`config.mk`:
```
export PLATFORM = sky130hd
export DESIGN_NAME = random_delay
export DESIGN_NICKNAME = d
export VERILOG_FILES = /design/src/rtl/random_delay.sv
export SDC_FILE = /design/constraint.sdc
export NUM_CORES = 1
export LEC_CHECK = 0
export CAP_MARGIN = 20
export CELL_PAD_IN_SITES_DETAIL_PLACEMENT = 1
export CELL_PAD_IN_SITES_GLOBAL_PLACEMENT = 1
export CORE_MARGIN = 5
export CORE_UTILIZATION = 30
export CTS_CLUSTER_SIZE = 28
export DETAILED_ROUTE_END_ITERATION = 16
export GPL_ROUTABILITY_DRIVEN = 0
export PLACE_DENSITY_LB_ADDON = 0.1
export SETUP_SLACK_MARGIN = 0.1
export SLEW_MARGIN = 20
export SYNTH_ARGS = -nofsm -noshare
export SYNTH_HDL_FRONTEND = slang
export SYNTH_SLANG_ARGS = --single-unit
```
`constraint.sdc`:
```
create_clock -name clk -period 2.77 [get_ports clk]
set_input_delay 0.554 -clock clk [delete_from_list [all_inputs] [get_ports clk]]
set_output_delay 0.554 -clock clk [all_outputs]
set_load 0.01 [all_outputs]
```
`src/rtl/random_delay.sv`:
```
// Random delay timer for the reaction-game light sequence.
// A rising edge on i_start_delay captures the PRBS value, loads a countdown of
// MIN_MS + prbs*STEP_MS tick periods, and raises o_time_out once it has elapsed.
// MIN_MS + 127*STEP_MS must fit in 12 bits (<= 4095).
module random_delay #(
  parameter int MIN_MS  = 500,
  parameter int STEP_MS = 20
) (
  input  logic        clk,
  input  logic        rst_n,
  input  logic        i_tick,
  input  logic        i_start_delay,
  input  logic [6:0]  i_prbs,
  output logic        o_time_out,
  output logic        o_busy,
  output logic [11:0] o_remaining
);

  typedef enum logic [1:0] {
    IDLE  = 2'd0,
    LOAD  = 2'd1,
    COUNT = 2'd2,
    DONE  = 2'd3
  } state_t;

  localparam logic [11:0] MIN_W  = 12'(MIN_MS);
  localparam logic [11:0] STEP_W = 12'(STEP_MS);

  state_t      r_state;
  state_t      w_nextState;
  logic        r_startQ;
  logic        r_lowSeen;
  logic [6:0]  r_prbsQ;
  logic [11:0] r_remaining;
  logic [11:0] w_nextRemaining;
  logic        r_timeOut;
  logic        w_startRise;
  logic        w_startReq;
  logic [11:0] w_loadValue;

  // A start only counts once start_delay has been seen low since reset, so a
  // level that is already high when reset releases cannot launch a delay.
  assign w_startRise = i_start_delay & ~r_startQ;
  assign w_startReq  = w_startRise & r_lowSeen;

  // Fits in 12 bits by the parameter constraint, so no truncation occurs.
  assign w_loadValue = MIN_W + ({5'd0, r_prbsQ} * STEP_W);

  // Next-state and next-countdown logic; abort wins over a terminal tick.
  always_comb begin
    w_nextState     = r_state;
    w_nextRemaining = r_remaining;
    case (r_state)
      IDLE: begin
        w_nextRemaining = 12'd0;
        if (w_startReq) begin
          w_nextState = LOAD;
        end
      end
      LOAD: begin
        w_nextRemaining = w_loadValue;
        if (w_loadValue == 12'd0) begin
          w_nextState = DONE;
        end else begin
          w_nextState = COUNT;
        end
      end
      COUNT: begin
        if (!i_start_delay) begin
          w_nextState     = IDLE;
          w_nextRemaining = 12'd0;
        end else if (i_tick && (r_remaining != 12'd0)) begin
          w_nextRemaining = r_remaining - 12'd1;
          if (r_remaining == 12'd1) begin
            w_nextState = DONE;
          end
        end
      end
      DONE: begin
        w_nextRemaining = 12'd0;
        if (!i_start_delay) begin
          w_nextState = IDLE;
        end
      end
      default: begin
        w_nextState     = IDLE;
        w_nextRemaining = 12'd0;
      end
    endcase
  end

  // State, countdown and registered time-out flag.
  always_ff @(posedge clk or negedge rst_n) begin
    if (!rst_n) begin
      r_state     <= IDLE;
      r_remaining <= 12'd0;
      r_timeOut   <= 1'b0;
    end else begin
      r_state     <= w_nextState;
      r_remaining <= w_nextRemaining;
      r_timeOut   <= (w_nextState == DONE);
    end
  end

  // Start-edge detection history and PRBS capture at the moment of the rise.
  always_ff @(posedge clk or negedge rst_n) begin
    if (!rst_n) begin
      r_startQ  <= 1'b0;
      r_lowSeen <= 1'b0;
      r_prbsQ   <= 7'd0;
    end else begin
      r_startQ <= i_start_delay;
      if (!i_start_delay) begin
        r_lowSeen <= 1'b1;
      end
      if ((r_state == IDLE) && w_startReq) begin
        r_prbsQ <= i_prbs;
      end
    end
  end

  assign o_busy      = (r_state == LOAD) || (r_state == COUNT);
  assign o_time_out  = r_timeOut;
  assign o_remaining = r_remaining;

endmodule

```
==> results.md <==
- Critical Path, Cell by Cell: ha_1 -> ha_1 -> fa_2 -> or4_4 -> o31ai_4 -> xnor2_2 -> o211ai_2
- P&R area growth vs syn: 25.6%
- Most frequent cell after synthesis: dfrtp_1
- CTS Buffer Depth: 2
- Initial Utilization: 31.3%
- Syn_nets: 214
- Final setup TNS: 0 ps
- CTS tree: built
- Synth area leader: dfrtp_1
- Number of global-route vias before repair: approximately 1600
- Layout net count: 246
- Max incr delay on CP: 560 ps
- Yosys reg bits: 24
- First-pass GRT wire length: 7.88 mm
- Prevailing post-synth register cell: dfrtp_1
- Via count: 1467
- Max cap viols: 0
- Worst-path maximum fanout: 3
- Detailed Routing Iterations Pass 1: 4
- H-tree Lvls: 1
- Final count of hold timing violations: 0
- DRT Wirelength: 4.68 mm
- Worst r2r src: r_prbsQ[1]
- DIE HEIGHT: 86.6 microns
- Switching portion of total power: between 40 and 50%
- Top cells by count, synth: dfrtp_1 (24), ha_1 (19), nor2_1 (12), o21ai_0 (12), nand2_1 (11)
- Synthesis Warnings: 0
- Max Clk Rate: 0.385 GHz
- Top cells by area, synth: dfrtp_1 (34%), ha_1 (14%), mux2_2 (4.5%)
- Yosys cell types: between 40 and 50
- Post-synth EDFFs: 0
- Die width: 86.6 microns
- Rel. slew slack: 72.7%
- Final slew viol count: 0
- Internal power: 1.61 mW
- WS Path Type: register to register
- Gate power share: 72.3%
- Final setup violation count: 0
- Startpoint Class: register
- Leakage: 0.929 nW
- Root buffer cell: clkbuf_8
- Post-Synthesis Mean Instance Area: 9.61 sq um
- FF-to-FF End: o_remaining[10]
- Die Area: ~7500 sq um
- Worst path bufs/invs: 0
- Core ar.: around 5600 sq um
- Layout cells sized above 1: 15.9%
- Async SR Flop Fraction: 100%
- Hold Path Class: register to register
- Pwr Density: ~1400 nW/um^2
- R2R depth: 7
- Hold Crit Start: r_lowSeen
- Crit. End Element: register
- Worst-skew pair later-pin latency: 260 ps
- Critical path required time: 2920 ps
- RSZ-0062 raised after global routing: yes
- Post-CTS Setup Inserts: 0
- R2r setup slk: 170 ps
- Skew final: about 3.2 ps
- Hold endpoint: r_lowSeen
- Clk slew on worst S/H paths: roughly 90 ps
- Iteration-0 DRC Markers: 68
- Power share of the clock group: 7.8%
- Vias per cell: 5.13
- Register area share after synthesis: roughly a third
- Total grt overflow: 0
- Num ports: 25
- Synth Instances: 183
- Crit path DAT: between 2000 and 3000 ps
- Peak supply drop: 0.850 mV
- Psw: 1.50 mW
- Antenna Nets Post-Route: 0
- Slowest CP cell: or4_4
- Worst slew pin tran: around 410 ps
- DP HPWL: 3.75 mm
- Final Util: 39.4%
- # DRC: 0
- Largest net degree at the start of global routing: 25
- Area share of the largest cell type after synthesis: about 34%
- Outcome: finished, final reports clean
- CTS buffer count: 3
- CTS sink cnt: 24
- Final worst path period need: 2600 ps
- Cell Area, Synth: 1760 sq um
- Sequential Power Share: 19.8%
- Initial antenna violation count: 0
- Wirelength per Cell: ~16 microns
- Row count: 27
- Hold depth: 1
- Period utilization: a little over nine tenths
- Filler cell count: 663
- # diodes: 0
- Buffers on Ports: 24
- CP most frequent cell: ha_1
- Family with the most delay on the worst path: adder cells
- Total track usage: a little over an eighth
metrics by stage:
step	instance area, sq um	setup slack [ps]	power [mW]	hold slack [ps]	std cells
3_3_place_gp	2110	133	2.68	442	282
2_1_floorplan	1760	141	2.14	258	183
4_1_cts	2190	155	3.08	489	286
6_report	2210	173	3.11	475	286
5_1_grt	2210	91.5	3.42	539	286
3_5_place_dp	2110	55.4	2.76	462	282
logic make-up (layout without fill, tap and decap cells):
logic type / Yosys count / after routing / share of synthesized area [%]
simple gates: 54 / 54 / 16.7
buf+inv: 14 / 45 / 3.63
flops: 24 / 24 / 34.2
mux: 7 / 7 / 4.48
compound gates: 53 / 53 / 20.4
xor+xnor: 11 / 11 / 5.91
fa+ha+maj: 20 / 20 / 14.7
registers in the layout (all words and copies together), names as in the netlist:
register and cells:
o_remaining 12, o_time_out 1, r_lowSeen 1, r_prbsQ 7
r_startQ 1, r_state 2
worst max-delay path by stage:
stage / start / endpoint / slack, ps / cells past startpoint
6_report: r_prbsQ[1] / o_remaining[10] / 170 / 7
4_1_cts: r_prbsQ[1] / o_remaining[9] / 160 / 7
2_1_floorplan: r_prbsQ[1] / o_remaining[11] / 140 / 7
5_1_grt: r_prbsQ[1] / o_remaining[8] / 90 / 8
3_5_place_dp: r_prbsQ[3] / o_remaining[9] / 60 / 7
3_3_place_gp: r_prbsQ[3] / o_remaining[11] / 130 / 7
layer usage:
| layer | vias up | share of wire, % | global-route usage (%) |
|---|---|---|---|
| met5 | - | 0 | 0 |
| met4 | 0 | 0.49 | 2.97 |
| met3 | 2 | 2.7 | 1.52 |
| met2 | 18 | 51 | 24.1 |
| met1 | 720 | 46 | 16.7 |
| li1 | 727 | - | - |
layout by cell type, fill, tap and decap left out, types with 2 or more instances in the layout:
cell type,synthesis,final
clkdlybuf4s50_1,0,24
dfrtp_1,24,24
ha_1,19,19
o21ai_0,12,12
nor2_1,12,12
nand2_1,11,11
inv_1,10,10
a21oi_1,10,10
o21ai_1,8,8
nor3_1,7,7
nand3_1,7,7
mux2_2,7,7
buf_4,1,7
xor2_1,7,6
clkbuf_8,0,4
nor4_1,3,3
a22oi_1,3,3
a31oi_1,3,3
nand2b_1,3,3
and2_1,2,2
a21oi_2,2,2
or3_1,2,2
xor2_2,1,2
o31ai_1,2,2
xnor2_1,3,2
a32oi_1,2,2
final cells by class:
class	count	area, sq um	share of cell area [%]
sequential	24	601	27.2
inverter	10	37.5	1.70
timing repair buffer	31	293	13.3
clock buffer	4	55.1	2.49
tap	72	90.1	4.08
multi-input combinational	145	1130	51.2
power groups by stage:
stage	clock network (mW)	registers, mW	logic (mW)
2_1_floorplan	0	0.631	1.51
3_3_place_gp	0	0.615	2.06
3_5_place_dp	0	0.627	2.13
4_1_cts	0.253	0.619	2.21
5_1_grt	0.266	0.634	2.52
6_report	0.244	0.616	2.25
timing repair:
item / CTS / global route
setup endpoints to repair: 2 / 4
pin swaps: 0 / 1
gates resized for setup: 3 / 3
hold buffers: 0 / 0
No activity file was read; power rests on OpenSTA's default activity.
